`config.mk`:
```
export PLATFORM = sky130hd
export DESIGN_NAME = hazard_scheduler_flat
export DESIGN_NICKNAME = d
export VERILOG_FILES = /design/src/rtl/hazard_scheduler_pkg.sv /design/src/rtl/hazard_scheduler_if.sv /design/src/rtl/hazard_scheduler_mdu_sequencer.sv /design/src/rtl/hazard_scheduler.sv /design/src/flat_wrapper.sv
export SDC_FILE = /design/constraint.sdc
export NUM_CORES = 1
export LEC_CHECK = 0
export CAP_MARGIN = 20
export CORE_MARGIN = 1.5
export CORE_UTILIZATION = 34
export DETAILED_ROUTE_END_ITERATION = 16
export GPL_ROUTABILITY_DRIVEN = 0
export PLACE_DENSITY_LB_ADDON = 0.1
export SLEW_MARGIN = 10
export SYNTH_ARGS = -nofsm -noshare
export SYNTH_HDL_FRONTEND = slang
export SYNTH_SLANG_ARGS = --single-unit
```
`constraint.sdc`:
```
create_clock -name clk -period 3.2 [get_ports clk]
set_clock_uncertainty 0.1 [all_clocks]
set_input_delay 0.48 -clock clk [delete_from_list [all_inputs] [get_ports clk]]
set_output_delay 0.48 -clock clk [all_outputs]
set_load 0.02 [all_outputs]
```
`src/rtl/hazard_scheduler_pkg.sv`:
```
// ---------------------------------------------------------------------------
// hazard_scheduler_pkg
// Shared definitions for the hazard scheduler:
//   FWD_RF / FWD_EXMEM / FWD_MEMWB : EX operand-forwarding select encodings
//   mdu_state_t                    : MDU sequencer states {IDLE, BUSY, DONE}
// ---------------------------------------------------------------------------
package hazard_scheduler_pkg;

  localparam logic [1:0] FWD_RF    = 2'b00;  // operand from register file
  localparam logic [1:0] FWD_EXMEM = 2'b10;  // operand from EX/MEM pipeline register
  localparam logic [1:0] FWD_MEMWB = 2'b01;  // operand from MEM/WB pipeline register

  typedef enum logic [1:0] {
    IDLE = 2'd0,
    BUSY = 2'd1,
    DONE = 2'd2
  } mdu_state_t;

endpackage

```
`src/rtl/hazard_scheduler_if.sv`:
```
// ---------------------------------------------------------------------------
// hazard_scheduler_if
// Bundles the pipeline-side fields the scheduler observes and the
// stall/flush/forward controls it returns.
//   master : pipeline side (drives ID/EX/MEM/WB fields, receives controls)
//   slave  : scheduler side (reads fields, drives controls)
// Parameter REG_AW : register-address width.
// ---------------------------------------------------------------------------
interface hazard_scheduler_if #(
  parameter int REG_AW = 5
);
  // ID stage
  logic [REG_AW-1:0] id_rs;
  logic [REG_AW-1:0] id_rt;
  logic              id_uses_rs;
  logic              id_uses_rt;
  logic              id_branch;
  logic [1:0]        id_pcsrc;
  logic              id_mdu_start;
  logic              id_mdu_read;
  // EX stage
  logic [REG_AW-1:0] ex_rs;
  logic [REG_AW-1:0] ex_rt;
  logic [REG_AW-1:0] ex_rd;
  logic              ex_regwrite;
  logic              ex_memread;
  // MEM stage
  logic [REG_AW-1:0] mem_rd;
  logic              mem_regwrite;
  logic              mem_memread;
  // WB stage
  logic [REG_AW-1:0] wb_rd;
  logic              wb_regwrite;
  // Scheduler controls
  logic              stall_if;
  logic              stall_id;
  logic              flush_id;
  logic              flush_ex;
  logic [1:0]        fwd_a;
  logic [1:0]        fwd_b;
  logic              mdu_busy;

  modport master (
    output id_rs, id_rt, id_uses_rs, id_uses_rt, id_branch, id_pcsrc,
           id_mdu_start, id_mdu_read,
           ex_rs, ex_rt, ex_rd, ex_regwrite, ex_memread,
           mem_rd, mem_regwrite, mem_memread,
           wb_rd, wb_regwrite,
    input  stall_if, stall_id, flush_id, flush_ex, fwd_a, fwd_b, mdu_busy
  );

  modport slave (
    input  id_rs, id_rt, id_uses_rs, id_uses_rt, id_branch, id_pcsrc,
           id_mdu_start, id_mdu_read,
           ex_rs, ex_rt, ex_rd, ex_regwrite, ex_memread,
           mem_rd, mem_regwrite, mem_memread,
           wb_rd, wb_regwrite,
    output stall_if, stall_id, flush_id, flush_ex, fwd_a, fwd_b, mdu_busy
  );

endinterface

```
`src/rtl/hazard_scheduler_mdu_sequencer.sv`:
```
// ---------------------------------------------------------------------------
// mdu_sequencer
// Tracks the multi-cycle multiply/divide unit. An accepted start moves the
// FSM to BUSY for MDU_LATENCY-1 cycles, then DONE for one cycle (result
// readable), then IDLE unless a new start is accepted in DONE.
// Ports:
//   clk      in   clock, rising edge
//   reset    in   synchronous, active-high; forces IDLE, counter 0
//   start_i  in   MDU start accepted this cycle (already qualified by stall)
//   state_o  out  current sequencer state
// Parameter MDU_LATENCY : cycles from start to result valid (>= 2).
// ---------------------------------------------------------------------------
module mdu_sequencer
  import hazard_scheduler_pkg::*;
#(
  parameter int MDU_LATENCY = 32
) (
  input  logic       clk,
  input  logic       reset,
  input  logic       start_i,
  output mdu_state_t state_o
);

  localparam int              CNT_W    = (MDU_LATENCY > 2) ? $clog2(MDU_LATENCY) : 1;
  localparam logic [CNT_W-1:0] CNT_LOAD = CNT_W'(MDU_LATENCY - 1);

  mdu_state_t       state_q, state_d;
  logic [CNT_W-1:0] cnt_q, cnt_d;

  always_comb begin
    state_d = state_q;
    cnt_d   = cnt_q;
    unique case (state_q)
      IDLE: begin
        cnt_d = '0;
        if (start_i) begin
          state_d = BUSY;
          cnt_d   = CNT_LOAD;
        end
      end
      BUSY: begin
        // Guarded decrement keeps the counter from wrapping.
        if (cnt_q != '0) cnt_d = cnt_q - 1'b1;
        if (cnt_q <= CNT_W'(1)) state_d = DONE;
      end
      DONE: begin
        cnt_d   = '0;
        state_d = IDLE;
        if (start_i) begin
          state_d = BUSY;
          cnt_d   = CNT_LOAD;
        end
      end
      default: begin
        state_d = IDLE;
        cnt_d   = '0;
      end
    endcase
  end

  always_ff @(posedge clk) begin
    if (reset) begin
      state_q <= IDLE;
      cnt_q   <= '0;
    end else begin
      state_q <= state_d;
      cnt_q   <= cnt_d;
    end
  end

  assign state_o = state_q;

endmodule

```
`src/rtl/hazard_scheduler.sv`:
```
// ---------------------------------------------------------------------------
// hazard_scheduler
// Hazard scheduler for the 5-stage MIPS core. Each cycle it decides whether
// the ID instruction must stall (load-use, branch operand not yet available,
// MDU busy), whether the wrong-path fetch in IF/ID must be flushed, and which
// source the EX operands take.
// Ports:
//   clk    in      clock, rising edge
//   reset  in      synchronous, active-high
//   bus    slave   hazard_scheduler_if: ID/EX/MEM/WB fields in,
//                  stall_if/stall_id/flush_id/flush_ex/fwd_a/fwd_b/mdu_busy out
// Configuration macro FORWARD_EN:
//   defined   - EX/MEM and MEM/WB forwarding (EX/MEM has priority); stalls
//               only on load-use, branch and MDU hazards.
//   undefined - no forwarding (selects stay 00); additionally stalls while
//               EX or MEM is still to write a register ID reads.
// All outputs are held at 0 while reset is high and for the cycle after.
// ---------------------------------------------------------------------------
module hazard_scheduler
  import hazard_scheduler_pkg::*;
#(
  parameter int MDU_LATENCY = 32,
  parameter int REG_AW      = 5
) (
  input  logic             clk,
  input  logic             reset,
  hazard_scheduler_if.slave bus
);

  // Register 0 is hard-wired, so it never creates a dependency.
  function automatic logic reg_match(input logic [REG_AW-1:0] x,
                                     input logic [REG_AW-1:0] r);
    return (x != '0) && (x == r);
  endfunction

  mdu_state_t mdu_state;
  logic       mask_q;
  logic       out_en;
  logic       mdu_busy_raw;
  logic       hit_ex, hit_mem;
  logic       br_ex, br_mem;
  logic       stall_load, stall_branch, stall_mdu, stall_raw, stall;
  logic       start_acc;
  logic [1:0] fwd_a_raw, fwd_b_raw;

  // One-cycle tail after reset during which every output stays quiet.
  always_ff @(posedge clk) begin
    mask_q <= reset;
  end

  assign out_en = ~(reset | mask_q);

  // A used ID source is produced by the instruction in EX / MEM.
  assign hit_ex  = (bus.id_uses_rs & reg_match(bus.id_rs, bus.ex_rd)) |
                   (bus.id_uses_rt & reg_match(bus.id_rt, bus.ex_rd));
  assign hit_mem = (bus.id_uses_rs & reg_match(bus.id_rs, bus.mem_rd)) |
                   (bus.id_uses_rt & reg_match(bus.id_rt, bus.mem_rd));

  // Branches compare in ID, so both operands must be final there.
  assign br_ex  = reg_match(bus.id_rs, bus.ex_rd)  | reg_match(bus.id_rt, bus.ex_rd);
  assign br_mem = reg_match(bus.id_rs, bus.mem_rd) | reg_match(bus.id_rt, bus.mem_rd);

  assign mdu_busy_raw = (mdu_state == BUSY);

  assign stall_load   = bus.ex_memread & hit_ex;
  assign stall_branch = bus.id_branch &
                        ((bus.ex_regwrite & br_ex) | (bus.mem_memread & br_mem));
  assign stall_mdu    = (bus.id_mdu_start | bus.id_mdu_read) & mdu_busy_raw;

`ifdef FORWARD_EN
  assign stall_raw = stall_load | stall_branch | stall_mdu;

  always_comb begin
    fwd_a_raw = FWD_RF;
    fwd_b_raw = FWD_RF;
    if (bus.mem_regwrite & reg_match(bus.ex_rs, bus.mem_rd))
      fwd_a_raw = FWD_EXMEM;
    else if (bus.wb_regwrite & reg_match(bus.ex_rs, bus.wb_rd))
      fwd_a_raw = FWD_MEMWB;
    if (bus.mem_regwrite & reg_match(bus.ex_rt, bus.mem_rd))
      fwd_b_raw = FWD_EXMEM;
    else if (bus.wb_regwrite & reg_match(bus.ex_rt, bus.wb_rd))
      fwd_b_raw = FWD_MEMWB;
  end
`else
  // Without forwarding, wait until the producer reaches WB; the regfile
  // writes in the first half-cycle so a WB producer is already visible.
  assign stall_raw = stall_load | stall_branch | stall_mdu |
                     (bus.ex_regwrite & hit_ex) | (bus.mem_regwrite & hit_mem);
  assign fwd_a_raw = FWD_RF;
  assign fwd_b_raw = FWD_RF;

  logic unused_fwd_inputs;
  assign unused_fwd_inputs = ^{bus.ex_rs, bus.ex_rt, bus.wb_rd, bus.wb_regwrite};
`endif

  assign stall = stall_raw & out_en;

  // A start that is itself stalled (or arrives while masked) is not taken.
  assign start_acc = bus.id_mdu_start & ~stall_raw & out_en;

  mdu_sequencer #(
    .MDU_LATENCY (MDU_LATENCY)
  ) u_mdu_sequencer (
    .clk     (clk),
    .reset   (reset),
    .start_i (start_acc),
    .state_o (mdu_state)
  );

  assign bus.stall_if = stall;
  assign bus.stall_id = stall;
  assign bus.flush_ex = stall;
  // A stalled branch re-resolves next cycle, so its redirect waits too.
  assign bus.flush_id = (|bus.id_pcsrc) & ~stall_raw & out_en;
  assign bus.fwd_a    = out_en ? fwd_a_raw : FWD_RF;
  assign bus.fwd_b    = out_en ? fwd_b_raw : FWD_RF;
  assign bus.mdu_busy = mdu_busy_raw & out_en;

endmodule
```
`src/flat_wrapper.sv`:
```
// flat-port wrapper written by rule: the top's interface ports become plain ports
module hazard_scheduler_flat import hazard_scheduler_pkg::*;
#(
  parameter int MDU_LATENCY = 32,
  parameter int REG_AW      = 5
)
  (clk, reset, bus_id_rs, bus_id_rt, bus_id_uses_rs, bus_id_uses_rt, bus_id_branch, bus_id_pcsrc, bus_id_mdu_start, bus_id_mdu_read, bus_ex_rs, bus_ex_rt, bus_ex_rd, bus_ex_regwrite, bus_ex_memread, bus_mem_rd, bus_mem_regwrite, bus_mem_memread, bus_wb_rd, bus_wb_regwrite, bus_stall_if, bus_stall_id, bus_flush_id, bus_flush_ex, bus_fwd_a, bus_fwd_b, bus_mdu_busy);
  hazard_scheduler_if #(.REG_AW(REG_AW)) bus_i ();
  input  logic clk;
  input  logic reset;
  input wire logic [$bits(bus_i.id_rs)-1:0] bus_id_rs;
  input wire logic [$bits(bus_i.id_rt)-1:0] bus_id_rt;
  input wire logic [$bits(bus_i.id_uses_rs)-1:0] bus_id_uses_rs;
  input wire logic [$bits(bus_i.id_uses_rt)-1:0] bus_id_uses_rt;
  input wire logic [$bits(bus_i.id_branch)-1:0] bus_id_branch;
  input wire logic [$bits(bus_i.id_pcsrc)-1:0] bus_id_pcsrc;
  input wire logic [$bits(bus_i.id_mdu_start)-1:0] bus_id_mdu_start;
  input wire logic [$bits(bus_i.id_mdu_read)-1:0] bus_id_mdu_read;
  input wire logic [$bits(bus_i.ex_rs)-1:0] bus_ex_rs;
  input wire logic [$bits(bus_i.ex_rt)-1:0] bus_ex_rt;
  input wire logic [$bits(bus_i.ex_rd)-1:0] bus_ex_rd;
  input wire logic [$bits(bus_i.ex_regwrite)-1:0] bus_ex_regwrite;
  input wire logic [$bits(bus_i.ex_memread)-1:0] bus_ex_memread;
  input wire logic [$bits(bus_i.mem_rd)-1:0] bus_mem_rd;
  input wire logic [$bits(bus_i.mem_regwrite)-1:0] bus_mem_regwrite;
  input wire logic [$bits(bus_i.mem_memread)-1:0] bus_mem_memread;
  input wire logic [$bits(bus_i.wb_rd)-1:0] bus_wb_rd;
  input wire logic [$bits(bus_i.wb_regwrite)-1:0] bus_wb_regwrite;
  output wire logic [$bits(bus_i.stall_if)-1:0] bus_stall_if;
  output wire logic [$bits(bus_i.stall_id)-1:0] bus_stall_id;
  output wire logic [$bits(bus_i.flush_id)-1:0] bus_flush_id;
  output wire logic [$bits(bus_i.flush_ex)-1:0] bus_flush_ex;
  output wire logic [$bits(bus_i.fwd_a)-1:0] bus_fwd_a;
  output wire logic [$bits(bus_i.fwd_b)-1:0] bus_fwd_b;
  output wire logic [$bits(bus_i.mdu_busy)-1:0] bus_mdu_busy;
  assign bus_i.id_rs = bus_id_rs;
  assign bus_i.id_rt = bus_id_rt;
  assign bus_i.id_uses_rs = bus_id_uses_rs;
  assign bus_i.id_uses_rt = bus_id_uses_rt;
  assign bus_i.id_branch = bus_id_branch;
  assign bus_i.id_pcsrc = bus_id_pcsrc;
  assign bus_i.id_mdu_start = bus_id_mdu_start;
  assign bus_i.id_mdu_read = bus_id_mdu_read;
  assign bus_i.ex_rs = bus_ex_rs;
  assign bus_i.ex_rt = bus_ex_rt;
  assign bus_i.ex_rd = bus_ex_rd;
  assign bus_i.ex_regwrite = bus_ex_regwrite;
  assign bus_i.ex_memread = bus_ex_memread;
  assign bus_i.mem_rd = bus_mem_rd;
  assign bus_i.mem_regwrite = bus_mem_regwrite;
  assign bus_i.mem_memread = bus_mem_memread;
  assign bus_i.wb_rd = bus_wb_rd;
  assign bus_i.wb_regwrite = bus_wb_regwrite;
  assign bus_stall_if = bus_i.stall_if;
  assign bus_stall_id = bus_i.stall_id;
  assign bus_flush_id = bus_i.flush_id;
  assign bus_flush_ex = bus_i.flush_ex;
  assign bus_fwd_a = bus_i.fwd_a;
  assign bus_fwd_b = bus_i.fwd_b;
  assign bus_mdu_busy = bus_i.mdu_busy;
  hazard_scheduler #(.MDU_LATENCY(MDU_LATENCY), .REG_AW(REG_AW)) u_core (.clk(clk), .reset(reset), .bus(bus_i));
endmodule
```
==> run summary, run 1 <==
=================================================================================
Outcome ............................................................ finished, final reports clean
Total number of vias ...............................................          863
Setup repair after global routing missed its margin ................           no
Crit. End Element .................................................. primary output
Cell area after layout .............................................     1345 µm²
Clock Root Buffer ..................................................     clkbuf_4
HPWL after detailed placement ......................................      1818 µm
Register clock-pin slew on the reported worst setup and hold paths .      0.05 ns
Count of flip-flops with a built-in enable after synthesis .........            0
Drt wl/cell ........................................................     11.72 µm
Predominant post-synthesis flop cell ...............................      dfxtp_1
Netlist area before placement ......................................    804.5 µm²
Post-DR vias/cell ..................................................        4.821
Avg Synthesized Cell Area ..........................................    7.966 µm²
Crit Path Category .................................................       in2out
Top-Level Pins .....................................................           58
Fraction of registers with async set/reset .........................           0%
Die Y-Extent .......................................................     51.65 µm
Most area-consuming cells after synthesis .......................... dfxtp_1 20%, xnor2_1 16%, xor2_1 8.7%
Cell type with the highest aggregate area in the netlist ...........      dfxtp_1
Netlist cell types .................................................           30
Maximum number of pins on one net before global-route repair .......            9
Pins Over Slew Limit ...............................................            0
Combinational fraction of design power .............................        48.0%
Final std cells w/o fill ...........................................          179
Warnings, synthesis ................................................            0
Time the worst path needs with I/O delays and setup ................     3.036 ns
Leakage dissipation ................................................    0.5606 nW
Area of the core ...................................................     2233 µm²
Sw Share ...........................................................       32.12%
Count of nets after finishing ......................................          205
Data required time at the worst endpoint ...........................      2.62 ns
Cell area reported after detailed placement ........................     1280 µm²
CP Cell Sequence ................................................... clkdlybuf4s50_1 -> or4_4 -> nor2_4 -> nor3_1 -> o211ai_1 -> nand4_1 -> nor4_2 -> buf_4
Worst supply voltage drop on vdd ...................................     150.2 µV
Crit path max-delay cell type ...................................... clkdlybuf4s50_1
Instance count of the mapped netlist ...............................          101
TritonCTS buffer count .............................................            3
Number of failing setup endpoints in the final timing report .......            0
Maximum clock frequency ............................................    329.4 MHz
Critical Path AT ...................................................      2.46 ns
Share of post-route cells with drive strength above 1 ..............       22.52%
Detailed-route DRC error count .....................................            0
Critical Path Fanout Max ...........................................            4
Tot GR Track Use ...................................................       16.67%
Flip-flop and latch count after synthesis ..........................            8
Share of the clock period used by the worst path after layout ......       94.87%
Number of placed instances, taps included ..........................          176
Type of element launching the critical path ........................   input port
Initial Utilization ................................................       36.02%
X dimension of the die .............................................     51.65 µm
Area delta synth->final ............................................       67.18%
Internal portion of total power ....................................  0.0002472 W
Number of antenna violations at the first check in global routing ..            0
Cts-stage hold buffer count ........................................            0
Post-synth top area share ..........................................       19.91%
Floorplan row count ................................................           17
Hold Vio Cnt, Final ................................................            0
Vias in the first global route .....................................          872
Number of clock sinks seen by CTS ..................................            8
Die area ...........................................................     2667 µm²
Maximum number of buffers from clock root to sink ..................            2
Maximum cell stage delay along the critical path ...................      0.47 ns
CP delay by family, top ............................................ simple AND/OR/NAND/NOR gates
Aggregate routed wire length .......................................      2098 µm
Fraction of the yosys area taken by sequential cells ...............       19.91%
Clock network fraction of design power .............................        20.0%
Buffers added on ports .............................................           37
Portion of total power attributed to sequential cells ..............        32.0%
Wire length of the first global-routing pass .......................      3325 µm
Hold Path Class ....................................................      reg2reg
Skew-Pair Late Insertion Delay .....................................      0.25 ns
Total power divided by cell area ................................... 270.8 nW/µm²
Net Switching ......................................................  0.0001170 W
Final ANT Viol Nets ................................................            0
Maximum Capacitance Violations .....................................            0
CTS tree ...........................................................          yes
CTS HTree Levels ...................................................            1
Buffer and inverter count on the worst path ........................            2
Congestion Overflow GR .............................................            0
First DRT Iteration DRCs ...........................................            5
ANT cells ..........................................................            0
First-pass iteration count of the detailed router ..................            4
=================================================================================
==> power by group through the flow <==
| stage | clock (W) | sequential, W | combinational [W] |
|---|---|---|---|
| after detailed placement | 0 | 0.000118 | 0.000172 |
| after global placement | 0 | 0.000118 | 0.000169 |
| after global routing | 0.0000826 | 0.000117 | 0.000194 |
| after CTS | 0.0000779 | 0.000116 | 0.000172 |
| after floorplan | 0 | 0.000116 | 0.0000950 |
| final | 0.0000728 | 0.000116 | 0.000175 |
==> placed cells by master, fill, tap and decap left out, drive strengths merged <==
master | synthesis | final
clkdlybuf4s50 | 0 | 26
buf | 7 | 19
xnor2 | 15 | 15
nand2 | 9 | 9
xor2 | 8 | 8
dfxtp | 8 | 8
nor2 | 8 | 8
dlymetal6s2s | 0 | 6
nor3 | 5 | 5
nor4 | 5 | 5
a21oi | 4 | 4
conb | 1 | 4
o211ai | 4 | 4
nand3 | 3 | 3
o21a | 3 | 3
ha | 3 | 3
clkbuf | 1 | 3
or4 | 3 | 3
inv | 2 | 2
nand2b | 2 | 2
a211oi | 2 | 2
nor3b | 2 | 2
a31oi | 1 | 1
o21ai | 1 | 1
nand4 | 1 | 1
nor2b | 1 | 1
a311oi | 1 | 1
o31ai | 1 | 1
clkdlybuf4s15 | 0 | 1
==> through the flow <==
step                      setup TNS [ns]  setup WS, ns  utilization (%)  hold WS [ns]  power (W)
after floorplan                        0        0.3788                -        0.4077  0.0002114
after CTS                              0      0.005028            58.71        0.4690  0.0003659
after global routing                   0      0.003486            60.22        0.4867  0.0003940
final                                  0        0.1643            60.22        0.4621  0.0003642
after global placement            -1.682       -0.4481            57.31        0.4521  0.0002867
after detailed placement          -2.036       -0.4803            57.31        0.4617  0.0002897
==> sequential cells by signal, summed over array words and instances (netlist names) <==
name	cells
u_core.u_mdu_sequencer.cnt_q	5
u_core.u_mdu_sequencer.state_o	2
u_core.mask_q	1
==> tightest hold or removal path, cell delays in order (launching register included) <==
cell and delay (ns):
dfxtp_1 0.32, nor2_1 0.14, a211oi_2 0.05
==> cells by family after synthesis <==
family | count (synthesis) | share of synthesized area, %
AOI/OAI and AO/OA | 17 | 16.95
and+or+nand+nor | 39 | 25.35
DFF | 8 | 19.91
adders and majority gates | 3 | 4.666
xor gates and xnor gates | 23 | 25.04
buffers and inverters | 10 | 7.619
other | 1 | 0.4661
==> worst paths after layout <==
check                                         start                               to  cells after the start  slack [ns]
hold reg to reg     u_core.u_mdu_sequencer.cnt_q[1]  u_core.u_mdu_sequencer.cnt_q[1]                      2        0.46
setup reg to reg  u_core.u_mdu_sequencer.state_o[1]  u_core.u_mdu_sequencer.cnt_q[0]                      6        1.15
setup / recovery                       bus_id_rs[3]                     bus_flush_id                      8        0.16
hold / removal      u_core.u_mdu_sequencer.cnt_q[1]  u_core.u_mdu_sequencer.cnt_q[1]                      2        0.46
==> cell usage after synthesis, drive strengths merged, types with 2 or more instances <==
cell type  instances
xnor2             15
nor2               8
nand3              3
dfxtp              8
a21oi              4
nor4               5
o21a               3
buf                7
or4                3
a211oi             2
nor3               5
ha                 3
nand2              9
nand2b             2
nor3b              2
inv                2
o211ai             4
xor2               8
==> metal layers <==
metal / share of wire, % / global-route usage (%)
met1: 37 / 15.44
met2: 58 / 34.83
met3: 3.8 / 2.011
met4: 1.4 / 7.895
met5: 0 / 0
==> repair_timing <==
action	4_1_cts	5_1_grt
resized for setup	17	17
pin swaps	3	10
setup endpoints to repair	4	4
buffers inserted	0	0
==> layout make-up <==
class                      instances  area (µm²)
fill                             228       888.4
clock buffer                       3       22.52
multi-input combinational         86       639.4
sequential                         8       160.2
tap                               28       35.03
inverter                           2       7.507
timing repair buffer              52       480.5
(Power assumes the default switching activity.)
==> inputs of run 2 (changes only) <==
CTS_CLUSTER_DIAMETER = 30   (was not set)
==> results of run 2 <==
No change in the layout: final DEF, timing and power equal those of run 1.
